**config.mk**
```make
export PLATFORM = sky130hd
export DESIGN_NAME = gb_instr_sequencer
export DESIGN_NICKNAME = d
export VERILOG_FILES = /design/src/rtl/gb_seq_pkg.sv /design/src/rtl/gb_seq_fifo.sv /design/src/rtl/gb_instr_sequencer.sv
export SDC_FILE = /design/constraint.sdc
export NUM_CORES = 1
export LEC_CHECK = 0
export ABC_AREA = 1
export CELL_PAD_IN_SITES_DETAIL_PLACEMENT = 1
export CELL_PAD_IN_SITES_GLOBAL_PLACEMENT = 1
export CORE_ASPECT_RATIO = 1.4
export CORE_MARGIN = 2
export CORE_UTILIZATION = 32
export DETAILED_ROUTE_END_ITERATION = 10
export PLACE_DENSITY_LB_ADDON = 0.1
export SYNTH_ARGS = -nofsm -noshare
export SYNTH_HDL_FRONTEND = slang
export SYNTH_SLANG_ARGS = --single-unit
```
**constraint.sdc**
```tcl
create_clock -name clock -period 1.8 [get_ports clock]
set_clock_uncertainty 0.05 [all_clocks]
set_input_delay 0.27 -clock clock [delete_from_list [all_inputs] [get_ports clock]]
set_output_delay 0.27 -clock clock [all_outputs]
set_load 0.01 [all_outputs]
```
**src/rtl/gb_seq_pkg.sv**
```systemverilog
// Shared definitions for the gb_instr_sequencer block.
//   seq_state_e   : sequencer FSM states (IDLE, ISSUE, GAP, HALT)
//   HALT_OPCODE   : opcode that parks the sequencer in HALT once issued
//   DEPTH_DEFAULT : default instruction queue depth
//   GAP_DEFAULT   : default number of idle cycles forced after each issue
package gb_seq_pkg;

  typedef enum logic [1:0] {
    ST_IDLE  = 2'd0,
    ST_ISSUE = 2'd1,
    ST_GAP   = 2'd2,
    ST_HALT  = 2'd3
  } seq_state_e;

  localparam int         INSTR_W       = 8;
  localparam logic [7:0] HALT_OPCODE   = 8'h76;
  localparam int         DEPTH_DEFAULT = 4;
  localparam int         GAP_DEFAULT   = 1;

endpackage

```
**src/rtl/gb_seq_fifo.sv**
```systemverilog
// Instruction queue for the sequencer: a DEPTH-entry circular buffer.
// Ports:
//   clk_i   : clock, rising edge
//   rst_i   : synchronous active-high reset, empties the queue
//   push_i  : write data_i at the tail (ignored when full)
//   data_i  : opcode to enqueue
//   pop_i   : drop the head entry (ignored when empty)
//   head_o  : current head entry (undefined when empty)
//   full_o  : queue holds DEPTH entries
//   empty_o : queue holds no entries
//   count_o : current occupancy
module gb_seq_fifo
  import gb_seq_pkg::*;
#(
  parameter int DEPTH = DEPTH_DEFAULT,
  parameter int W     = INSTR_W
) (
  input  logic                     clk_i,
  input  logic                     rst_i,
  input  logic                     push_i,
  input  logic [W-1:0]             data_i,
  input  logic                     pop_i,
  output logic [W-1:0]             head_o,
  output logic                     full_o,
  output logic                     empty_o,
  output logic [$clog2(DEPTH):0]   count_o
);

  localparam int AW = $clog2(DEPTH);
  localparam int CW = AW + 1;

  logic [W-1:0]  mem_q [DEPTH];
  logic [AW-1:0] wr_ptr_q;
  logic [AW-1:0] rd_ptr_q;
  logic [CW-1:0] cnt_q;
  logic          do_push;
  logic          do_pop;

  assign full_o  = (cnt_q == CW'(DEPTH));
  assign empty_o = (cnt_q == '0);
  assign count_o = cnt_q;
  assign head_o  = mem_q[rd_ptr_q];

  // Fullness is judged on the current occupancy only, so a pop in the
  // same cycle never opens room for a push.
  assign do_push = push_i && !full_o;
  assign do_pop  = pop_i && !empty_o;

  // Pointers wrap naturally because DEPTH is a power of two.
  always_ff @(posedge clk_i) begin
    if (rst_i) begin
      wr_ptr_q <= '0;
      rd_ptr_q <= '0;
      cnt_q    <= '0;
    end else begin
      if (do_push) wr_ptr_q <= wr_ptr_q + 1'b1;
      if (do_pop)  rd_ptr_q <= rd_ptr_q + 1'b1;
      cnt_q <= cnt_q + CW'(do_push) - CW'(do_pop);
    end
  end

  // Storage is data only; stale entries are unreachable after reset.
  always_ff @(posedge clk_i) begin
    if (do_push) mem_q[wr_ptr_q] <= data_i;
  end

endmodule

```
**src/rtl/gb_instr_sequencer.sv**
```systemverilog
// Instruction sequencer feeding the gbprocessor datapath. Opcodes are queued
// and issued one per ISSUE cycle as a registered single-cycle valid pulse,
// followed by GAP forced idle cycles. Issuing HALT_OPCODE parks the FSM in
// HALT until a resume pulse.
// Optional feature: define GB_SEQ_STATS_EN to add the 16-bit issue_count
// output (wrapping count of valid pulses).
// Ports:
//   clock       : clock, rising edge
//   reset       : synchronous active-high reset
//   in_valid    : requester offers in_instr
//   in_instr    : offered opcode
//   in_ready    : queue not full (accept happens when in_valid && in_ready)
//   resume      : single-cycle pulse releasing HALT
//   instruction : issued opcode, 8'h00 whenever valid=0
//   valid       : instruction valid to the datapath
//   busy        : queue non-empty or FSM not IDLE
//   halted      : FSM in HALT
//   issue_count : (GB_SEQ_STATS_EN only) number of valid pulses, mod 2^16
module gb_instr_sequencer
  import gb_seq_pkg::*;
#(
  parameter int DEPTH = DEPTH_DEFAULT,
  parameter int GAP   = GAP_DEFAULT
) (
  input  logic        clock,
  input  logic        reset,
  input  logic        in_valid,
  input  logic [7:0]  in_instr,
  output logic        in_ready,
  input  logic        resume,
  output logic [7:0]  instruction,
  output logic        valid,
  output logic        busy,
  output logic        halted
`ifdef GB_SEQ_STATS_EN
  ,
  output logic [15:0] issue_count
`endif
);

  localparam int         CW       = $clog2(DEPTH) + 1;
  // GAP state is left when the counter reaches zero, so load GAP-1.
  localparam logic [3:0] GAP_LOAD = (GAP > 0) ? 4'(GAP - 1) : 4'd0;

  seq_state_e    state_q, state_d;
  logic [3:0]    gap_cnt_q, gap_cnt_d;
  logic          valid_q, valid_d;
  logic [7:0]    instr_q, instr_d;

  logic          fifo_pop;
  logic [7:0]    fifo_head;
  logic          fifo_full;
  logic          fifo_empty;
  logic [CW-1:0] fifo_count;

  gb_seq_fifo #(
    .DEPTH (DEPTH),
    .W     (INSTR_W)
  ) u_fifo (
    .clk_i   (clock),
    .rst_i   (reset),
    .push_i  (in_valid),
    .data_i  (in_instr),
    .pop_i   (fifo_pop),
    .head_o  (fifo_head),
    .full_o  (fifo_full),
    .empty_o (fifo_empty),
    .count_o (fifo_count)
  );

  // State register plus the registered issue outputs
  always_ff @(posedge clock) begin
    if (reset) begin
      state_q   <= ST_IDLE;
      gap_cnt_q <= 4'd0;
      valid_q   <= 1'b0;
      instr_q   <= 8'h00;
    end else begin
      state_q   <= state_d;
      gap_cnt_q <= gap_cnt_d;
      valid_q   <= valid_d;
      instr_q   <= instr_d;
    end
  end

  // Next-state logic; "queue still non-empty" after an ISSUE pop means more
  // than one entry was present, same-cycle pushes are seen on the next pass.
  always_comb begin
    state_d   = state_q;
    gap_cnt_d = gap_cnt_q;
    unique case (state_q)
      ST_IDLE: begin
        if (!fifo_empty) state_d = ST_ISSUE;
      end
      ST_ISSUE: begin
        if (fifo_head == HALT_OPCODE) begin
          state_d = ST_HALT;
        end else if (GAP > 0) begin
          state_d   = ST_GAP;
          gap_cnt_d = GAP_LOAD;
        end else if (fifo_count > CW'(1)) begin
          state_d = ST_ISSUE;
        end else begin
          state_d = ST_IDLE;
        end
      end
      ST_GAP: begin
        if (gap_cnt_q == 4'd0) begin
          state_d = fifo_empty ? ST_IDLE : ST_ISSUE;
        end else begin
          gap_cnt_d = gap_cnt_q - 4'd1;
        end
      end
      ST_HALT: begin
        if (resume) state_d = ST_IDLE;
      end
      default: state_d = ST_IDLE;
    endcase
  end

  // Output logic: ISSUE pops the head and stages it for the output register
  always_comb begin
    fifo_pop = 1'b0;
    valid_d  = 1'b0;
    instr_d  = 8'h00;
    if (state_q == ST_ISSUE) begin
      fifo_pop = 1'b1;
      valid_d  = 1'b1;
      instr_d  = fifo_head;
    end
  end

  assign in_ready    = !fifo_full;
  assign instruction = instr_q;
  assign valid       = valid_q;
  assign busy        = !fifo_empty || (state_q != ST_IDLE);
  assign halted      = (state_q == ST_HALT);

`ifdef GB_SEQ_STATS_EN
  logic [15:0] issue_cnt_q;

  // Counts at the edge that launches each valid pulse; wraps freely.
  always_ff @(posedge clock) begin
    if (reset) begin
      issue_cnt_q <= 16'h0000;
    end else if (valid_d) begin
      issue_cnt_q <= issue_cnt_q + 16'd1;
    end
  end

  assign issue_count = issue_cnt_q;
`endif

endmodule

```
==> qor.yml <==
nets: 321
firstDrtPassIters: 4
cts_sinks: 56
async_reset_ff_frac: 0
die_x_microns: 77.9
layout_commonest_cell: "nand2_1"
hpwl_mm: 3.93
drive_gt1_frac: 0.219
core_area_sq_um: 7360
setup_viol: 1
rsz0062_at_grt: "yes"
seqPwrFrac: 0.400
wl_per_cell_microns: 13.2
cts_buffer_depth: 2
synth_area_leaders: "edfxtp_1, dfxtp_1, nand2_1"
via_count: 1760
powerDensity_nw_per_um2: 1400
fp.dieH_microns: 107
cp.arrival_ns: 2.01
p_int_w: 0.00280
rows: 37
grt_pass1_vias: 1854
clk_pin_slew_ns: 0.10
ios: 24
min_period_ns: 1.82
drc: 0
wl_mm: 5.20
fillCellCount: 824
netlist_area_sq_um: 2440
gr-total-overflow: 0
syn-num-nets: 272
finalNonFillerCells: 394
relSlewSlack: 0.796
worst_slew_pin_slew_ns: 0.305
violations: "negative setup slack"
synth_cell_types: 27
dp_slack_ns: -0.0670
cts-root-buf: "clkbuf_8"
final_cell_mix: "nand2_1, inv_1, edfxtp_1"
switchingPower_w: 0.00155
critPathKind: "reg2reg"
yosys_warnings: 0
cellLeakagePower_nw: 1.28
status: "finished, violations left"
slew_violations: 0
grt_start_max_net_pins: 18
hold_violations: 0
grt_pass1_wl_mm: 8.69
seq_area_frac_synth: 0.590
port_buffers: 23
power.total_w: 0.00435
dp.cells: 383
syn2layout_area_growth_pct: 26.9
design.die.area_sq_um: 8370
critPathRequiredTime_ns: 1.99
yosys.area.top_type: "edfxtp_1"
layout_setup_ws_ns: -0.0224
worstHoldPathType: "reg2reg"
detail-route-antenna-nets: 0
period_share: 1.01
antenna_found_initial: 0
multi_input_area_sq_um: 852
avgSynthCellArea_sq_um: 9.90
fmax_mhz: 549
critPathLaunchType: "register"
tritoncts: "built"
cts_hold_buf: 0
peakVddDrop_uv: 575
netlist.area_leader.share: 0.393
clockPowerShare: 0.189
synth_ff_type: "edfxtp_1"
cp_max_fo: 2
vias_per_cell: 4.47
h-tree-depth: 2
diodes: 0
clock_insertion_delay_worst_skew_ns: 0.31
grt_usage: 0.136
syn-instance-count: 247
comb_power_share: 0.410
drtIter0Drc: 43
p_sw_frac: 0.357
drv_cap: 0
gp_congestion: 0.784
cts_buffers: 5
synth_edf_count: 32
crit_path_end_kind: "register"
ys_seq_elements: 56
seqCellArea_sq_um: 1450
initial_utilization: 0.332
## timing repair
item                                    CTS  global route
resized for setup                         6            12
pin swaps                                 1             3
setup buffers                             1             2
endpoints found under the setup margin    5             7
## per-layer routing
layer	vias up	wire length, microns	global-route usage
li1	888	-	-
met1	842	2080	0.147
met2	23	2890	0.258
met3	7	142	0.0243
met4	0	83	0.0497
met5	-	0	0
## metrics by stage
step,setup TNS [ns],utilization,area [sq um],hold slack [ns]
5_1_grt,-0.129,0.422,3100,0.488
3_5_place_dp,-0.0670,0.398,2930,0.417
2_1_floorplan,-0.0117,-,2470,0.291
3_3_place_gp,-0.0163,0.398,2930,0.404
4_1_cts,-0.0773,0.415,3050,0.434
6_report,-0.0224,0.422,3100,0.430
## power groups by stage
| stage | logic, W | registers (W) | clock network, W |
|---|---|---|---|
| 2_1_floorplan | 0.00107 | 0.00175 | 0 |
| 3_3_place_gp | 0.00166 | 0.00175 | 0 |
| 3_5_place_dp | 0.00168 | 0.00176 | 0 |
| 4_1_cts | 0.00169 | 0.00174 | 0.000858 |
| 5_1_grt | 0.00206 | 0.00177 | 0.000898 |
| 6_report | 0.00179 | 0.00174 | 0.000824 |
## final timing paths
check / start / end / slack [ns] / cells after the start
worst max-delay path: u_fifo.count_o[2] / u_fifo.count_o[1] / -0.02 / 8
worst min-delay path: u_fifo.rd_ptr_q[1] / u_fifo.rd_ptr_q[1] / 0.43 / 2
worst max register to register: u_fifo.count_o[2] / u_fifo.count_o[1] / -0.02 / 8
worst min register to register: u_fifo.rd_ptr_q[1] / u_fifo.rd_ptr_q[1] / 0.43 / 2
## cell usage after synthesis (2+ instances only)
cell      number
a21oi_1       16
buf_6          2
dfxtp_1       24
edfxtp_1      32
ha_1          12
inv_1         40
nand2_1       48
nand2_2        7
nand3_1       19
nand3_2        2
nor2_1        20
nor3_1         3
o21ai_0        8
## critical path, stage by stage (launching register included)
cell     delay [ns]
dfxtp_2        0.34
nor3_4         0.24
nor2_4         0.06
ha_4           0.26
inv_2          0.04
ha_4           0.14
fa_2           0.52
inv_2          0.03
nor2_1         0.08
## cells by family (layout without fill, tap and decap cells)
family	Yosys count	after routing	share of synthesized area
AOI/OAI and AO/OA	26	26	0.0553
xor gates and xnor gates	1	1	0.00358
adders and majority gates	13	13	0.0696
buffers and inverters	47	97	0.0870
DFF	56	56	0.590
and+or+nand+nor	104	104	0.195
## final cells by class
cell class / instances / area share
sequential: 56 / 0.466
multi-input combinational: 144 / 0.275
timing repair buffer: 47 / 0.131
inverter: 42 / 0.0532
tap: 97 / 0.0391
clock buffer: 5 / 0.0222
clock inverter: 3 / 0.0137
## flip-flops by register name, indices dropped and copies added, names as in the netlist, named ones only
signal	flops
u_fifo.mem_q	32
gap_cnt_q	4
u_fifo.rd_ptr_q	2
valid	1
u_fifo.count_o	3
state_q	2
instruction	8
u_fifo.wr_ptr_q	2
Note: power is estimated with default switching activity, not from simulation.
